File: config.mk
export PLATFORM = sky130hd
export DESIGN_NAME = divrem_iter_flat
export DESIGN_NICKNAME = d
export VERILOG_FILES = /design/src/rtl/divrem_pkg.sv /design/src/rtl/divrem_if.sv /design/src/rtl/divrem_step.sv /design/src/rtl/divrem_iter.sv /design/src/flat_wrapper.sv
export SDC_FILE = /design/constraint.sdc
export NUM_CORES = 1
export LEC_CHECK = 0
export ABC_AREA = 1
export CAP_MARGIN = 20
export CORE_ASPECT_RATIO = 1.2
export CORE_MARGIN = 3
export CORE_UTILIZATION = 40
export DETAILED_ROUTE_END_ITERATION = 8
export PLACE_DENSITY_LB_ADDON = 0.2
export SLEW_MARGIN = 20
export SYNTH_ARGS = -nofsm -noshare
export SYNTH_HDL_FRONTEND = slang
export SYNTH_HIERARCHICAL = 1
export SYNTH_SLANG_ARGS = --single-unit
File: constraint.sdc
create_clock -name clk -period 18.2 [get_ports clk]
set_input_delay 4.55 -clock clk [delete_from_list [all_inputs] [get_ports clk]]
set_output_delay 4.55 -clock clk [all_outputs]
set_load 0.05 [all_outputs]
File: src/rtl/divrem_pkg.sv
// divrem_pkg: shared widths, FSM state type and result constants for the iterative divider
package divrem_pkg;
    localparam int XLEN = 32;
    localparam int CNT_W = $clog2(XLEN);
    localparam logic [XLEN-1:0] DIVZ_QUO = '1;
    localparam logic [XLEN-1:0] SIGNED_MIN = {1'b1, {(XLEN-1){1'b0}}};
    typedef enum logic [1:0] {IDLE, CALC, FIXUP, DONE} state_t;
endpackage

File: src/rtl/divrem_if.sv
// divrem_if: operand/start and result/status bundle between execute stage and divider
interface divrem_if;
    import divrem_pkg::*;
    logic [XLEN-1:0] dividend;
    logic [XLEN-1:0] divider;
    logic divsigned;
    logic diven_p;
    logic [XLEN-1:0] quo;
    logic [XLEN-1:0] rem;
    logic diven;
    logic divout_valid;
    modport master (output dividend, divider, divsigned, diven_p, input quo, rem, diven, divout_valid);
    modport slave (input dividend, divider, divsigned, diven_p, output quo, rem, diven, divout_valid);
endinterface

File: src/rtl/divrem_step.sv
// divrem_step: one restoring iteration; the shifted remainder keeps its carry bit so divisors near 2^XLEN stay exact
module divrem_step
    import divrem_pkg::*;
(
    input  logic [XLEN-1:0] r,
    input  logic [XLEN-1:0] a,
    input  logic [XLEN-1:0] b,
    output logic [XLEN-1:0] r_next,
    output logic [XLEN-1:0] a_next,
    output logic qbit
);
    logic [XLEN:0] r_sh;
    // shift in the next dividend bit, subtract when it fits, and push the quotient bit into a's lsb
    always_comb begin
        r_sh = {r, a[XLEN-1]};
        qbit = r_sh >= {1'b0, b};
        r_next = qbit ? r_sh[XLEN-1:0] - b : r_sh[XLEN-1:0];
        a_next = {a[XLEN-2:0], qbit};
    end
endmodule

File: src/rtl/divrem_iter.sv
// divrem_iter: radix-2 restoring DIV/DIVU/REM/REMU unit; DIVREM_EARLY_OUT_EN skips iteration when |dividend| < |divider|
module divrem_iter
    import divrem_pkg::*;
(
    input logic clk,
    input logic cpurst,
    divrem_if.slave io
);
    state_t state, state_next;
    logic [CNT_W-1:0] cnt;
    logic [XLEN-1:0] r, a, b, dvd, quo, rem, r_next, a_next;
    logic qneg, rneg, dz, qbit, early, last;
    divrem_step u_step (.r(r), .a(a), .b(b), .r_next(r_next), .a_next(a_next), .qbit(qbit));
`ifdef DIVREM_EARLY_OUT_EN
    assign early = state == CALC && cnt == '0 && !dz && a < b;
`else
    assign early = 1'b0;
`endif
    assign last = cnt == CNT_W'(XLEN - 1);
    assign io.quo = quo;
    assign io.rem = rem;
    // state register
    always_ff @(posedge clk or posedge cpurst) begin
        if (cpurst) state <= IDLE;
        else state <= state_next;
    end
    // next-state: start only from IDLE, leave CALC after the last iteration or on early out
    always_comb begin
        state_next = state;
        case (state)
            IDLE:    state_next = io.diven_p ? CALC : IDLE;
            CALC:    state_next = (early || last) ? FIXUP : CALC;
            FIXUP:   state_next = DONE;
            default: state_next = IDLE;
        endcase
    end
    // status outputs decoded from state
    always_comb begin
        io.diven = state == CALC || state == FIXUP;
        io.divout_valid = state == DONE;
    end
    // datapath: latch magnitudes in IDLE, iterate in CALC (a ends up holding q), apply signs in FIXUP
    always_ff @(posedge clk or posedge cpurst) begin
        if (cpurst) begin
            {r, a, b, dvd, quo, rem} <= '0;
            {qneg, rneg, dz} <= '0;
            cnt <= '0;
        end else begin
            case (state)
                IDLE: if (io.diven_p) begin
                    a <= (io.divsigned && io.dividend[XLEN-1]) ? -io.dividend : io.dividend;
                    b <= (io.divsigned && io.divider[XLEN-1]) ? -io.divider : io.divider;
                    qneg <= io.divsigned && (io.dividend[XLEN-1] ^ io.divider[XLEN-1]);
                    rneg <= io.divsigned && io.dividend[XLEN-1];
                    dz <= io.divider == '0;
                    dvd <= io.dividend;
                    r <= '0;
                    cnt <= '0;
                end
                CALC: begin
                    r <= early ? a : r_next;
                    a <= early ? '0 : a_next;
                    cnt <= cnt + CNT_W'(1);
                end
                FIXUP: begin
                    quo <= dz ? DIVZ_QUO : qneg ? -a : a;
                    rem <= dz ? dvd : rneg ? -r : r;
                end
                default: ;
            endcase
        end
    end
endmodule

File: src/flat_wrapper.sv
// flat-port wrapper written by rule: the top's interface ports become plain ports
module divrem_iter_flat import divrem_pkg::*;
  (clk, cpurst, io_dividend, io_divider, io_divsigned, io_diven_p, io_quo, io_rem, io_diven, io_divout_valid);
  divrem_if io_i ();
  input logic clk;
  input logic cpurst;
  input wire logic [$bits(io_i.dividend)-1:0] io_dividend;
  input wire logic [$bits(io_i.divider)-1:0] io_divider;
  input wire logic [$bits(io_i.divsigned)-1:0] io_divsigned;
  input wire logic [$bits(io_i.diven_p)-1:0] io_diven_p;
  output wire logic [$bits(io_i.quo)-1:0] io_quo;
  output wire logic [$bits(io_i.rem)-1:0] io_rem;
  output wire logic [$bits(io_i.diven)-1:0] io_diven;
  output wire logic [$bits(io_i.divout_valid)-1:0] io_divout_valid;
  assign io_i.dividend = io_dividend;
  assign io_i.divider = io_divider;
  assign io_i.divsigned = io_divsigned;
  assign io_i.diven_p = io_diven_p;
  assign io_quo = io_i.quo;
  assign io_rem = io_i.rem;
  assign io_diven = io_i.diven;
  assign io_divout_valid = io_i.divout_valid;
  divrem_iter u_core (.clk(clk), .cpurst(cpurst), .io(io_i));
endmodule
==> flow_summary.ini, run 1 <==
[synthesis]
syn_avg_cell_area_um2 = 6.260
syn_area_um2 = 15520
ys_seq_elements = 202
ys_types = 53
synth_xor_area_share_pct = 1.806
synthMuxAreaShare_pct = 0
synth_compound_area_share_pct = 8.740
synth_fa_ha_area_share_pct = 3.515
ys_warn_count = 6
synth_seq_area_share_pct = 32.57
synth_top_family_by_area = simple AND/OR/NAND/NOR gates
synthFlopType = dfrtp_1
async_flop_share_pct = 100.0
mappedNetlistNets = 2590
synth-edff-count = 0
postSynthCellCount = 2479
yosys.area_share.simple_pct = 41.74

[drt]
wl_mm = 56.86
drtIter0Drc = 1245
firstDrtPassIters = 6
num_vias = 15880
wl_per_cell_um = 18.71
drc = 0
ant_nets = 0
via_per_inst = 5.226

[job]
drv_cap = 0

[power_and_ir_drop]
total_power_w = 0.002872
leakage_nw = 9.006
p_per_area_nw_per_um2 = 161.6
vdd_drop_max_mv = 0.06068

[clocking]
numClockSinks = 202
cts_max_level = 1
cts_resized = 0
postCtsSetupBuffers = 0
clk_path_buf_depth = 3
ctsHoldBuffers = 0
path_clk_slew_ns = 0.06
clockRootBuffer = clkbuf_16
clk_latency_ns = 0.56
cts_tree = yes
cts_buffers = 25

[worst_setup_path]
crit_top_cell = buf_4
critPathTopFamily = buffers and inverters
slowest_delay_ns = 0.51
cp_num_buf_inv = 4
critPathRequiredTime_ns = 18.67
slowest_stage = clkdlybuf4s50_1
start_kind = input pin
crit_chain = clkdlybuf4s50_1 > nand2_4 > o21ai_2 > buf_4 > inv_2 > buf_4 > nor2_8 > a22o_1
critPathMaxFanout = 37
crit_arrival_ns = 7.26
critPathKind = input pin to flop
end_kind = flop

[final_layout]
final_cell_mix = nand2_1, nor2_1, inv_1
nets = 2652
finalInstanceArea_um2 = 17770
final_common_cell = nand2_1
n_antenna_cell = 0
drive_above_1_share_pct = 5.471
area_delta_synth_final_pct = 14.51

[die]
core_area_um2 = 38060
core.rowCount = 78
die_h_um = 221.8
die_w_um = 185.8
initial_utilization_pct = 40.77
die_area_um2 = 41210
ios = 134

[timing]
hold_viol_final = 0
setup_tns_ns = 0
rsz0062_at_grt = false
fin_skew_ns = 0.02614
period_share_pct = 37.29
report.final.setup_viol = 0
slew_headroom_pct = 30.19
tightest_slew_ns = 1.047
finalCriticalPeriod_ns = 6.788
drv_slew = 0
setup_ws_ns = 11.41
max_freq_mhz = 147.3

[global_route]
grt_usage_pct = 27.41
antenna_found_initial = 0
grt-ovfl-total = 0
grt_pass1_wl_mm = 87.72
grt_max_degree = 102
grt_pass1_vias = 15360

[placement]
place_ws_ns = 10.88
numPortBuffers = 133
dp_hpwl_mm = 44.59
postPlaceCellArea_um2 = 16920
place_congestion = 1.005

[worst_hold_path]
hold_path_class = flop to flop

[run_status]
status = finished, final reports clean
==> synth_stat cells (2+ instances only) <==
cell / instances / area share [%]
ha_1: 42 / 3.4
o22ai_1: 7 / 0.28
buf_4: 33 / 1.6
dfrtp_1: 202 / 33
inv_2: 10 / 0.24
a22oi_1: 5 / 0.24
nand4_1: 15 / 0.60
nand3_2: 22 / 1.4
nor2_4: 5 / 0.36
inv_1: 298 / 7.2
nand2_2: 15 / 0.60
o21ai_0: 140 / 4.5
buf_1: 10 / 0.24
nand3b_1: 14 / 0.68
a21oi_1: 60 / 1.9
clkbuf_1: 24 / 0.58
nand3_1: 217 / 7.0
buf_6: 4 / 0.29
a22o_1: 2 / 0.11
nor2_1: 307 / 7.4
or2_2: 7 / 0.28
nand2_1: 884 / 21
a31oi_1: 8 / 0.32
o21ai_1: 16 / 0.52
xor2_1: 31 / 1.7
nand2_4: 3 / 0.22
nor3_2: 2 / 0.13
nor3_1: 14 / 0.45
buf_2: 35 / 1.1
a21oi_2: 2 / 0.11
o211ai_1: 4 / 0.19
and2_1: 10 / 0.40
nor2_2: 11 / 0.44
==> final timing paths <==
check	start	endpoint	slack, ns	cells past startpoint
min reg2reg	u_core/io.quo[22]	u_core/io.quo[22]	0.47	2
max in group asynchronous	cpurst	u_core/io.rem[19]	11.73	4
max	io_diven_p	u_core/r[12]	11.41	8
min	u_core/io.quo[22]	u_core/io.quo[22]	0.47	2
max reg2reg	u_core/state[1]	u_core/r[12]	13.66	9
min in group asynchronous	cpurst	u_core/b[21]	4.51	2
==> layer usage <==
| metal | part of all wire [%] | GRT usage (%) |
|---|---|---|
| met3 | 5.1 | 3.233 |
| met4 | 5.9 | 13.43 |
| met5 | 0 | 0 |
| met2 | 49 | 47.21 |
| met1 | 40 | 33.71 |
==> flip-flops by register name (all words and copies together) (netlist names) <==
name and flops:
u_core/io.quo 32, u_core/b 32, u_core/io.rem 32, u_core/r 32, u_core/rneg 1, u_core/a 32
u_core/qneg 1, u_core/cnt 5, u_core/dz 1, u_core/state 2, u_core/dvd 32
==> area by class of cell <==
class	instances	area [µm²]
timing repair buffer	143	1406
inverter	311	1181
tap	480	600.6
sequential	202	5055
fill	4053	20290
clock buffer	34	719.4
multi-input combinational	1858	8672
clock inverter	11	136.4
==> through the flow <==
| stage | hold slack (ns) | std cells | utilization (%) |
|---|---|---|---|
| after floorplan | 0.4436 | 2479 | - |
| after global placement | 0.4631 | 2994 | 44.44 |
| after detailed placement | 0.4627 | 2994 | 44.44 |
| after CTS | 0.4815 | 3039 | 46.69 |
| after global routing | 0.4962 | 3039 | 46.69 |
| final | 0.4743 | 3039 | 46.69 |
==> kinds of logic after synthesis <==
family                   after synthesis
adder cells (fa/ha/maj)               43
flip-flops                           202
buffers and inverters                419
AO/OA/AOI/OAI                        253
XOR/XNOR                              32
AND/OR/NAND/NOR                     1530
==> where the power goes <==
group          switching (W)  internal (W)  total, W
Sequential          0.000224      0.000576  0.000800
Combinational        0.00105      0.000508   0.00155
Clock               0.000210      0.000308  0.000518
Total                0.00148       0.00139   0.00287
==> tightest hold or removal path: stages, from the launching register on <==
cell,delay [ns]
dfrtp_1,0.34
o21ai_1,0.06
inv_1,0.04
Power figures use the tool's default switching activity.
==> inputs of run 2 (changes only) <==
Clock period 18.2 ns to 6.7 ns, I/O delays scaled along.
==> run 2 against run 1 <==
  * Die area unchanged
  * Total power increased to 2.7 times the previous value
  * Combinational power increased to 2.7 times the previous value
  * Clock skew decreased by 0.0096 ns
==> flow_summary.ini, run 2 (synthesis gave the netlist of run 1 again) <==
[worst_setup_path]
critPathMaxFanout = 50
critPathRequiredTime_ns = 7.10
end_kind = flop
crit_arrival_ns = 4.32
r2r_cells = 11
slowest_delay_ns = 0.80
r2r-end = u_core/cnt[3]
start_kind = flop
r2r_start = u_core/state[1]
slowest_stage = ha_1
r2r_slack_ns = 2.78
crit_chain = inv_1 > ha_1 > inv_2 > o21ai_2 > buf_4 > inv_2 > buf_4 > nor2_1 > nand3_1 > o22ai_1 > a21oi_1
critPathKind = flop to flop

[timing]
max_freq_mhz = 255.3
report.final.setup_viol = 0
setup_tns_ns = 0
fin_skew_ns = 0.01655
finalCriticalPeriod_ns = 3.917
slew_headroom_pct = 33.94
rsz0062_at_grt = false
hold_viol_final = 0
tightest_slew_ns = 0.9910
drv_slew = 0
period_share_pct = 58.46
holdWs_ns = 0.4785

[final_layout]
final_common_cell = nand2_1
nets = 2652
final_cell_mix = nand2_1, nor2_1, inv_1
area_delta_synth_final_pct = 14.06
fill_cells = 3997
drive_above_1_share_pct = 5.203
final_util_pct = 46.51

[power_and_ir_drop]
clkPwrFrac_pct = 16.8
internal-power_w = 0.003686
p_per_area_nw_per_um2 = 432.8
vdd_drop_max_mv = 0.1818
leakage_nw = 8.956
combPwrFrac_pct = 55.5
switching_power_w = 0.003974
pwr-share-seq_pct = 27.7
swShare_pct = 51.88

[drt]
ant_nets = 0
drtIter0Drc = 1087
via_per_inst = 5.259
wl_mm = 56.58
wl_per_cell_um = 18.63
num_vias = 15970
drc = 0
firstDrtPassIters = 5

[global_route]
grt-ovfl-total = 0
grt_usage_pct = 27.18
grt_max_degree = 130
antenna_found_initial = 0
grt_pass1_wl_mm = 87.56
grt_pass1_vias = 15610

[die]
die_h_um = 221.8
initial_utilization_pct = 40.77
die_area_um2 = 41210
core.rowCount = 78
ios = 134
die_w_um = 185.8
core_area_um2 = 38060

[clocking]
cts_buffers = 24
clk_latency_ns = 0.54
clk_path_buf_depth = 3
cts_tree = yes
clockRootBuffer = clkbuf_16
path_clk_slew_ns = 0.06
cts_max_level = 1
numClockSinks = 202
cts_resized = 0
ctsHoldBuffers = 0
postCtsSetupBuffers = 0

[worst_hold_path]
min_path_cells = 2
hold_end = u_core/io.rem[31]
worstHoldStart = u_core/io.rem[31]
hold_path_class = flop to flop

[run_status]
status = finished, final reports clean

[job]
drv_cap = 0

[placement]
numPortBuffers = 133
dp_hpwl_mm = 43.77
place_congestion = 0.9466
run 2: power groups by stage:
| stage | combinational [W] | sequential, W | clock, W |
|---|---|---|---|
| 3_5_place_dp | 0.00419 | 0.00213 | 0 |
| 5_1_grt | 0.00481 | 0.00216 | 0.00135 |
| 4_1_cts | 0.00421 | 0.00211 | 0.00131 |
| 6_report | 0.00425 | 0.00212 | 0.00129 |
| 2_1_floorplan | 0.00328 | 0.00186 | 0 |
| 3_3_place_gp | 0.00416 | 0.00213 | 0 |
run 2: per-stage QoR:
stage               worst slack, ns  area (µm²)  cells  total power [W]
floorplan                     2.409       15520   2479         0.005134
CTS                           2.824       17670   3035         0.007634
global route                  2.515       17700   3036         0.008323
finish                        2.784       17700   3037         0.007660
detailed placement            2.316       16920   2994         0.006318
global placement              2.454       16920   2994         0.006285
run 2: layout make-up:
class / count / area (µm²) / area share [%]
diodes: 1 / 2.502 / 0.01414
clock buffers: 34 / 679.4 / 3.838
clock inverters: 7 / 67.56 / 0.3817
inverters: 311 / 1177 / 6.652
multi-input cells: 1858 / 8672 / 48.99
flip-flops and latches: 202 / 5055 / 28.56
well taps: 480 / 600.6 / 3.393
repair buffers: 144 / 1446 / 8.171
run 2: worst max path at each step:
stage               slack, ns             to             from
floorplan                2.41    u_core/a[0]           cpurst
global placement         2.45  u_core/cnt[3]       io_diven_p
detailed placement       2.32  u_core/cnt[3]       io_diven_p
CTS                      2.82  u_core/cnt[3]  u_core/state[1]
global route             2.52  u_core/cnt[3]  u_core/state[1]
finish                   2.78  u_core/cnt[3]  u_core/state[1]
run 2: per-layer routing:
layer	up-vias	track usage (%)	share of wire, %
met4	0	11.99	5.1
li1	7887	-	-
met1	7523	33.32	41
met2	435	47.28	49
met5	-	0	0
met3	126	3.610	5.1
run 2: worst max-delay path: cells and delay by family (launching register included):
kind | cells | cell delay (ns)
adder cells (fa/ha/maj) | 1 | 0.80
buffers and inverters | 5 | 1.80
AO/OA/AOI/OAI | 3 | 0.48
AND/OR/NAND/NOR | 2 | 0.30
flip-flops | 1 | 0.39
